$ cat src/rtl/multicycle_control.sv
// rtl/multicycle_control.sv - main control FSM of the multicycle RV32I core
// Optional ILLEGAL_TRAP_EN: illegal opcodes park the FSM in TRAP instead of acting as NOP.
module multicycle_control #(
   parameter int MEM_TIMEOUT = 255
) (
   input  logic       clk,
   input  logic       reset,
   input  logic [6:0] opcode,
   input  logic [2:0] funct3,
   input  logic       funct7_5,
   input  logic       zero,
   input  logic       mem_ready,
   output logic       mem_req,
   output logic       mem_write,
   output logic       adr_src,
   output logic       ir_write,
   output logic       pc_write,
   output logic       reg_write,
   output logic [1:0] alu_src_a,
   output logic [1:0] alu_src_b,
   output logic [1:0] alu_op,
   output logic [2:0] imm_src,
   output logic [2:0] result_src,
   output logic       mem_timeout,
   output logic [3:0] state_dbg
);

   typedef enum logic [3:0] {
      S_FETCH    = 4'd0,  S_DECODE = 4'd1,  S_MEMADR = 4'd2,  S_MEMREAD = 4'd3,
      S_MEMWB    = 4'd4,  S_MEMWRITE = 4'd5, S_EXECR = 4'd6,  S_ALUWB   = 4'd7,
      S_EXECI    = 4'd8,  S_JAL    = 4'd9,  S_BEQ    = 4'd10, S_JALR    = 4'd11,
      S_LUI      = 4'd12, S_AUIPC  = 4'd13, S_TRAP   = 4'd14
   } state_t;

   localparam logic [7:0] TIMEOUT_LIM = MEM_TIMEOUT[7:0];

   state_t     state_q, state_d;
   logic [7:0] wait_cnt_q, wait_cnt_d;
   logic       in_mem_state;
   logic       abort;
   logic       unused_inputs;

   // funct7_5 and funct3[2:1] are consumed by the ALU decoder, not here
   assign unused_inputs = ^{funct7_5, funct3[2:1]};

   always_comb begin
      in_mem_state = (state_q == S_FETCH) || (state_q == S_MEMREAD) || (state_q == S_MEMWRITE);
      abort        = (MEM_TIMEOUT != 0) && in_mem_state && (wait_cnt_q == TIMEOUT_LIM);
   end

   always_comb begin
      state_d = state_q;
      case (state_q)
         S_FETCH:    if (abort) state_d = S_FETCH; else if (mem_ready) state_d = S_DECODE;
         S_DECODE: begin
            case (opcode)
               7'h03, 7'h23: state_d = S_MEMADR;
               7'h33:        state_d = S_EXECR;
               7'h13:        state_d = S_EXECI;
               7'h6F:        state_d = S_JAL;
               7'h63:        state_d = S_BEQ;
               7'h67:        state_d = S_JALR;
               7'h37:        state_d = S_LUI;
               7'h17:        state_d = S_AUIPC;
`ifdef ILLEGAL_TRAP_EN
               default:      state_d = S_TRAP;
`else
               default:      state_d = S_FETCH;
`endif
            endcase
         end
         S_MEMADR:   state_d = (opcode == 7'h23) ? S_MEMWRITE : S_MEMREAD;
         S_MEMREAD:  if (abort) state_d = S_FETCH; else if (mem_ready) state_d = S_MEMWB;
         S_MEMWRITE: if (abort || mem_ready) state_d = S_FETCH;
         S_EXECR, S_EXECI, S_JAL, S_AUIPC: state_d = S_ALUWB;
         S_JALR:     state_d = S_JAL;
         S_MEMWB, S_ALUWB, S_BEQ, S_LUI: state_d = S_FETCH;
`ifdef ILLEGAL_TRAP_EN
         S_TRAP:     state_d = S_TRAP;
`endif
         default:    state_d = S_FETCH;
      endcase

      // An abort restarts the count even when FETCH times out back into FETCH
      if ((state_d != state_q) || abort)
         wait_cnt_d = 8'd0;
      else if (in_mem_state && !mem_ready && (wait_cnt_q != 8'hFF))
         wait_cnt_d = wait_cnt_q + 8'd1;
      else
         wait_cnt_d = wait_cnt_q;
   end

   always_comb begin
      mem_req     = 1'b0;
      mem_write   = 1'b0;
      adr_src     = 1'b0;
      ir_write    = 1'b0;
      pc_write    = 1'b0;
      reg_write   = 1'b0;
      alu_src_a   = 2'b00;
      alu_src_b   = 2'b00;
      alu_op      = 2'b00;
      imm_src     = 3'b000;
      result_src  = 3'b000;
      mem_timeout = 1'b0;
      state_dbg   = 4'd0;
      if (!reset) begin
         state_dbg   = state_q;
         mem_timeout = abort;
         case (state_q)
            S_DECODE: begin
               alu_src_a = 2'b01;
               alu_src_b = 2'b01;
               if (opcode == 7'h63)      imm_src = 3'b010;
               else if (opcode == 7'h6F) imm_src = 3'b011;
            end
            S_MEMADR: begin
               alu_src_a = 2'b10;
               alu_src_b = 2'b01;
               imm_src   = (opcode == 7'h23) ? 3'b001 : 3'b000;
            end
            S_MEMREAD: begin
               mem_req = !abort;
               adr_src = 1'b1;
            end
            S_MEMWRITE: begin
               mem_req   = !abort;
               mem_write = !abort;
               adr_src   = 1'b1;
            end
            S_MEMWB: begin
               reg_write  = 1'b1;
               result_src = 3'b001;
            end
            S_EXECR: begin
               alu_src_a = 2'b10;
               alu_op    = 2'b10;
            end
            S_EXECI: begin
               alu_src_a = 2'b10;
               alu_src_b = 2'b01;
               alu_op    = 2'b10;
            end
            S_ALUWB:  reg_write = 1'b1;
            S_JAL: begin
               pc_write  = 1'b1;
               alu_src_a = 2'b01;
               alu_src_b = 2'b10;
            end
            S_BEQ: begin
               pc_write  = zero ^ funct3[0];
               alu_src_a = 2'b10;
               alu_op    = 2'b01;
               imm_src   = 3'b010;
            end
            S_JALR: begin
               alu_src_a = 2'b10;
               alu_src_b = 2'b01;
            end
            S_LUI: begin
               reg_write  = 1'b1;
               imm_src    = 3'b100;
               result_src = 3'b011;
            end
            S_AUIPC: begin
               alu_src_a = 2'b01;
               alu_src_b = 2'b01;
               imm_src   = 3'b100;
            end
`ifdef ILLEGAL_TRAP_EN
            S_TRAP: ;
`endif
            // FETCH, and any unreachable encoding, decode as FETCH
            default: begin
               mem_req    = !abort;
               ir_write   = mem_ready && !abort;
               pc_write   = mem_ready && !abort;
               alu_src_b  = 2'b10;
               result_src = 3'b010;
            end
         endcase
      end
   end

   always_ff @(posedge clk) begin
      if (reset) begin
         state_q    <= S_FETCH;
         wait_cnt_q <= 8'd0;
      end else begin
         state_q    <= state_d;
         wait_cnt_q <= wait_cnt_d;
      end
   end

endmodule

$ cat config.mk
export PLATFORM = sky130hd
export DESIGN_NAME = multicycle_control
export DESIGN_NICKNAME = d
export VERILOG_FILES = /design/src/rtl/multicycle_control.sv
export SDC_FILE = /design/constraint.sdc
export NUM_CORES = 1
export LEC_CHECK = 0
export BUFFER_PORTS_ARGS = -buffer_cell sky130_fd_sc_hd__buf_2
export CAP_MARGIN = 20
export CELL_PAD_IN_SITES_DETAIL_PLACEMENT = 1
export CELL_PAD_IN_SITES_GLOBAL_PLACEMENT = 2
export CORE_MARGIN = 2
export CORE_UTILIZATION = 29
export CTS_CLUSTER_DIAMETER = 30
export DETAILED_ROUTE_END_ITERATION = 10
export PLACE_DENSITY_LB_ADDON = 0.1
export SETUP_SLACK_MARGIN = 0.5
export SLEW_MARGIN = 30
export SYNTH_ARGS = -nofsm -noshare
export SYNTH_HDL_FRONTEND = slang
export SYNTH_SLANG_ARGS = --single-unit
$ cat constraint.sdc
create_clock -name clk -period 2.6 [get_ports clk]
set_clock_uncertainty 0.2 [all_clocks]
set_input_delay 0.52 -clock clk [delete_from_list [all_inputs] [get_ports clk]]
set_output_delay 0.52 -clock clk [all_outputs]
set_load 0.05 [all_outputs]
* Yosys cells after proc, flatten, opt, wreduce, memory -nomap -nowiden
Cells that the tools add are included.
Word-level totals: input bits 15, bits in writable memories 0, logic and storage cells 90, output and inout port bits 23, bits in latches 0, memories 0, register bits after elaboration 12, bits in read-only memories 0
Operators by class: add/sub/neg operators 1, div/mod/pow operators 0, shift operators 0, equal/unequal tests 25, $mul 0, magnitude comparators 0, reductions and logical operators 26, bitwise operators 1, muxes and demuxes 35
Operator list (count):
- $reduce_or 11->1 | 3
- $pmux 4 s8 | 1
- $pmux 4 s7 | 1
- $eq 4x4->1 const B | 6
- $mux 4 | 6
- $eq 7x6->1 const B | 3
- $eq 7x7->1 const B | 3
- $eq 4x3->1 const B | 4
- $eq 7x5->1 const B | 2
- $mux 1 | 13
- $reduce_or 13->1 | 1
- $mux 2 | 6
- $pmux 2 s2 | 3
- $pmux 3 s4 | 1
- $reduce_or 2->1 | 5
- $reduce_or 5->1 | 2
- $add 8x1->8 const B | 1
- $eq 4x2->1 const B | 2
- $eq 8x8->1 const B | 1
- $ne 8x8->1 const B | 1
- $eq 7x2->1 const B | 1
- $reduce_or 7->1 | 1
- $mux 3 | 2
- $pmux 2 s3 | 1
- 10 further kinds | 18

* Depth between registers and ports, before layout
depth after elaboration 10, mapped depth 7, depth with buffers taken out 7

* Worst setup path before layout
No wires, ideal clock.
kind input-to-output, start in opcode[2], end out imm_src[0], arrival time 3.853 ns, data required time 1.880 ns, stages on the path 5, path slack -1.973 ns, buffers on the path 1, path through clkbuf_1 or4b_1 nor4_1 a21oi_1 a2111oi_0
On the way: longest elaborated chain between the ends 5, elaborated cells on any way between the ends 8, classes of those cells eq/ne (3); mux (5)
Ends and longest elaborated chain:
- start, declared | RTL line 8 | input logic [6:0] opcode,
- $eq 7x7->1 | RTL line 115 | else if (opcode == 7'h6F) imm_src = 3'b011;
- $mux 2 | RTL line 115
- $mux 2 | RTL line 114 | if (opcode == 7'h63) imm_src = 3'b010;
- $pmux 3 s4 (*) | RTL line 110 | case (state_q)
- $mux 3 (*) | RTL line 107 | if (!reset) begin
- end, declared | RTL line 22 | output logic [2:0] imm_src,
Mark *: on every way between the ends. The rest lies on a longest branch, timed or not.

* Worst setup path after layout
start reg state_q[0], end out pc_write
On the way: longest elaborated chain between the ends 8, elaborated cells on any way between the ends 22, classes of those cells eq/ne (13); mux (2); reduce/logical (7)
Ends and longest elaborated chain:
- start, declared | RTL line 37 | state_t state_q, state_d;
- start signal, assigned | RTL line 190 | state_q <= state_d;
- $eq 4x2->1 or $logic_not 4->1 (tied branches) | RTL line 47, 110
- $logic_or 1x1->1 (2 in series) | RTL line 47 | in_mem_state = (state_q == S_FETCH) || (state_q == S_MEMREAD) || (state_q == S_MEMWRITE);
- $logic_and 1x1->1 | RTL line 48 | abort = (MEM_TIMEOUT != 0) && in_mem_state && (wait_cnt_q == TIMEOUT_LIM);
- $logic_not 1->1 | RTL line 177 | pc_write = mem_ready && !abort;
- $logic_and 1x1->1 | RTL line 177
- $pmux 1 s3 (*) | RTL line 110
- $mux 1 (*) | RTL line 107
- end, declared | RTL line 17 | output logic pc_write,
Marked as above.

==> flow_results.org <==
** Floorplan
- In this run the vertical extent of the chip is 73.6 um.
- The floorplan has 25 rows.
- In this run the count of I/O pins placed on the die edge is 38.
- Area of the die :: about 0.0054 mm2
- Once the floorplan was initialized, standard cells occupied 29.9% of the core.
- Measured along the x axis, the die boundary spans 73.6 um.
- The total area inside the core boundary comes to roughly 0.0047 mm2.

** Placed design
- After legalization and detailed placement, the total HPWL measured 3920 um.
- At the end of routability-driven placement, the weighted congestion stood at 0.820.
- I/O Buffers :: 33
- Placed Cells incl. Taps :: around 290
- Timing analysis after detailed placement gives a worst setup slack of -95.4 ps.

** STA
- Accumulated negative setup slack :: -353 ps
- After layout, the worst setup slack is -90.8 ps.
- The smallest clock period supported by the final layout is computed as ~2700 ps.
- Setup violations remaining at the end of the flow were counted as 9.
- Actual transition at the worst max-transition pin :: 583 ps
- Pins Over Slew Limit :: 0
- Remaining max-slew budget at the tightest pin :: 60.8%
- The total count of hold-check failures in the final report came to 0.
- Setup repair after global routing missed its margin :: true
- Fmax :: 0.372 GHz
- Final worst path period share :: 103%

** Critical path
- The worst setup path is captured at an output pin.
- CP required :: about 1900 ps
- Setup CP Type :: flop to output pin
- Of all nets on the critical path, the largest fanout is 5.
- Crit start category :: flop
- At the worst endpoint, the arrival time is 1970 ps.

** Drt
- Wire length reported by the detailed router :: ~8000 um
- Length of the first detailed-routing pass in iterations :: 4
- In this run the remaining antenna-violating nets after routing total 0.
- In this run, the number of DRC markers left after iteration 0 of detailed routing was 55.
- Number of remaining DRC errors :: 0
- The detailed router placed 1918 vias in this run.
- DR WL/cell :: 23.8 um
- Using the TritonRoute via totals, the vias-per-cell ratio works out to 5.74.

** Outcome
- Run status :: finished with violations
- The checks that failed: negative setup slack.

** Global routing
- Wire length of the first global-routing pass :: 10200 um
- Antenna violations before repair :: 0
- Total overflow reported by the global router :: 0
- Via count of the first global-routing pass :: 1962
- Entering global routing, the biggest net connects 14 pins.
- Global routing used around a quarter of the available tracks.

** Power and ir drop
- Total power :: 908 uW
- For this design the static power due to leakage is 0.00112 uW.
- Largest voltage drop on the vdd net :: 0.277 mV
- Power per Cell Area :: 293 mW/mm2

** Yosys
- Area of the mapped netlist :: 0.00140 mm2
- Yosys mapped a number of flops with a built-in enable equal to 0.
- Proportion of register bits with asynchronous set or reset after synthesis :: 0%
- Yosys mapped the design onto 57 distinct sky130hd cell types.
- Ys Warns :: 0
- Post-synthesis area per instance :: 7.35 um2
- Synthesis handed over a netlist of 191 instances.
- Syn_nets :: a little over 200
- The most used flip-flop cell after synthesis is sky130_fd_sc_hd__dfxtp_1.
- Yosys reg bits :: 12
- Share of the yosys chip area belonging to registers :: 17.1%

** Clocking
- TritonCTS built the clock tree.
- At the later pin of the worst-skew pair, clock insertion delay measures 250 ps.
- The number of clock buffers added by TritonCTS is 3.
- Sinks on the clock net :: 12
- Number of buffers between clock root and the deepest sink :: 2
- Reg clk slew, reported paths :: 70 ps
- The tree is rooted in a sky130_fd_sc_hd__clkbuf_8.
- H-tree Lvls :: 1

** Final layout
- The finished layout holds 334 standard cells, fillers aside.
- The area growth from synthesis to layout is 121%.
- Proportion of layout cells with a drive suffix above 1 :: 67.5%
- The number of antenna diodes in the final layout is 0.
- Net count, final :: 297

** Flow run
- Number of max-capacitance violations reported :: 0

** Worst hold path
- The path class of the tightest hold or removal check is flop to flop.
-- cell type report --
type	count	area (um2)
tap	54	67.6
sequential	12	255
inverter	8	42.5
timing repair buffer	99	1030
clock buffer	4	55.1
multi-input combinational	157	1650
fill	491	1600
-- cells in the final DEF (no fill, tap or decap), drive strengths merged, types with 2 or more instances in the layout --
cell / netlist / final
a21oi: 13 / 13
o21ai: 5 / 5
nor3: 10 / 10
nand2: 15 / 15
nand2b: 10 / 10
and2: 2 / 2
a31oi: 2 / 2
dfxtp: 12 / 12
a21o: 3 / 3
nand4: 4 / 4
clkinv: 2 / 2
or4b: 4 / 4
buf: 7 / 99
inv: 6 / 5
nand3: 6 / 6
a2111oi: 2 / 2
nor2: 22 / 22
nor2b: 2 / 2
nor3b: 2 / 2
nor4: 16 / 16
mux2i: 4 / 4
clkbuf: 7 / 4
xnor2: 9 / 9
xor2: 3 / 3
a211oi: 5 / 5
-- where the power goes --
group | internal, uW | switching [uW]
Clock | 134 | 83.7
Combinational | 230 | 268
Sequential | 186 | 5.71
-- flip-flops by register name, summed over array words and instances (netlist names) --
signal	count
wait_cnt_q	8
state_q	4
-- cells by family after synthesis --
logic type / Yosys count / share of synthesized area (%)
AND/OR/NAND/NOR: 100 / 40.2
buffers and inverters: 22 / 7.49
AO/OA/AOI/OAI: 39 / 23.7
adder cells (fa/ha/maj): 1 / 0.891
XOR/XNOR: 12 / 7.49
other: 1 / 0.267
flip-flops: 12 / 17.1
multiplexers: 4 / 2.85
-- synthesized netlist by cell type, types with 2 or more instances --
cell | count | area (um2)
sky130_fd_sc_hd__buf_1 | 2 | 7.51
sky130_fd_sc_hd__nand3_1 | 6 | 30.0
sky130_fd_sc_hd__dfxtp_1 | 12 | 240
sky130_fd_sc_hd__mux2i_1 | 4 | 40.0
sky130_fd_sc_hd__a211oi_1 | 3 | 22.5
sky130_fd_sc_hd__clkinv_1 | 2 | 7.51
sky130_fd_sc_hd__a21o_1 | 2 | 15.0
sky130_fd_sc_hd__buf_6 | 2 | 22.5
sky130_fd_sc_hd__nor2b_1 | 2 | 12.5
sky130_fd_sc_hd__nor3b_1 | 2 | 15.0
sky130_fd_sc_hd__xor2_1 | 3 | 26.3
sky130_fd_sc_hd__nand2b_1 | 10 | 62.6
sky130_fd_sc_hd__nor4_1 | 15 | 93.8
sky130_fd_sc_hd__or4b_4 | 2 | 27.5
sky130_fd_sc_hd__a21oi_1 | 13 | 65.1
sky130_fd_sc_hd__or4b_1 | 2 | 20.0
sky130_fd_sc_hd__nor3_1 | 8 | 40.0
sky130_fd_sc_hd__buf_2 | 2 | 10.0
sky130_fd_sc_hd__nand2_1 | 15 | 56.3
sky130_fd_sc_hd__xnor2_1 | 9 | 78.8
sky130_fd_sc_hd__o21ai_0 | 4 | 20.0
sky130_fd_sc_hd__nor3_2 | 2 | 20.0
sky130_fd_sc_hd__nor2_1 | 22 | 82.6
sky130_fd_sc_hd__nand4_1 | 4 | 25.0
sky130_fd_sc_hd__and2_1 | 2 | 12.5
sky130_fd_sc_hd__inv_1 | 5 | 18.8
sky130_fd_sc_hd__clkbuf_1 | 6 | 22.5
-- final timing paths --
check	from	slack, ps	end	cells past startpoint
worst max-delay path	state_q[0]	-90	pc_write	8
worst min-delay path	wait_cnt_q[7]	380	wait_cnt_q[7]	2
worst max register to register	state_q[0]	-20	wait_cnt_q[3]	11
worst min register to register	wait_cnt_q[7]	380	wait_cnt_q[7]	2
-- metrics by stage --
| stage | hold WS, ps | instance area, um2 | util (%) |
|---|---|---|---|
| after floorplan | 321 | 1710 | - |
| after global placement | 341 | 2020 | 43.1 |
| after detailed placement | 349 | 2020 | 43.1 |
| after CTS | 361 | 2750 | 58.7 |
| after global routing | 402 | 3100 | 66.0 |
| final | 380 | 3100 | 66.0 |
-- worst max-delay path, stage by stage (launching register included) --
cell	delay, ps
sky130_fd_sc_hd__dfxtp_4	360
sky130_fd_sc_hd__buf_4	140
sky130_fd_sc_hd__buf_6	120
sky130_fd_sc_hd__nor4_4	360
sky130_fd_sc_hd__a31oi_4	70
sky130_fd_sc_hd__nand2b_4	200
sky130_fd_sc_hd__a32oi_2	260
sky130_fd_sc_hd__nor2_4	60
sky130_fd_sc_hd__buf_8	150
-- layer usage --
| metal | global-route usage, % | up-vias | share of wire, % |
|---|---|---|---|
| met4 | 5.86 | 0 | 3.2 |
| met2 | 46.9 | 68 | 54 |
| met5 | 0 | - | 0 |
| met1 | 28.5 | 953 | 40 |
| li1 | - | 877 | - |
| met3 | 2.33 | 20 | 3.3 |
-- what timing repair did --
action / CTS / global route
endpoints found under the setup margin: 29 / 30
setup buffers: 25 / 13
cloned: 1 / 0
hold buffers: 0 / 0
resized for setup: 110 / 52
pin swaps: 20 / 24
(Power assumes the default switching activity.)
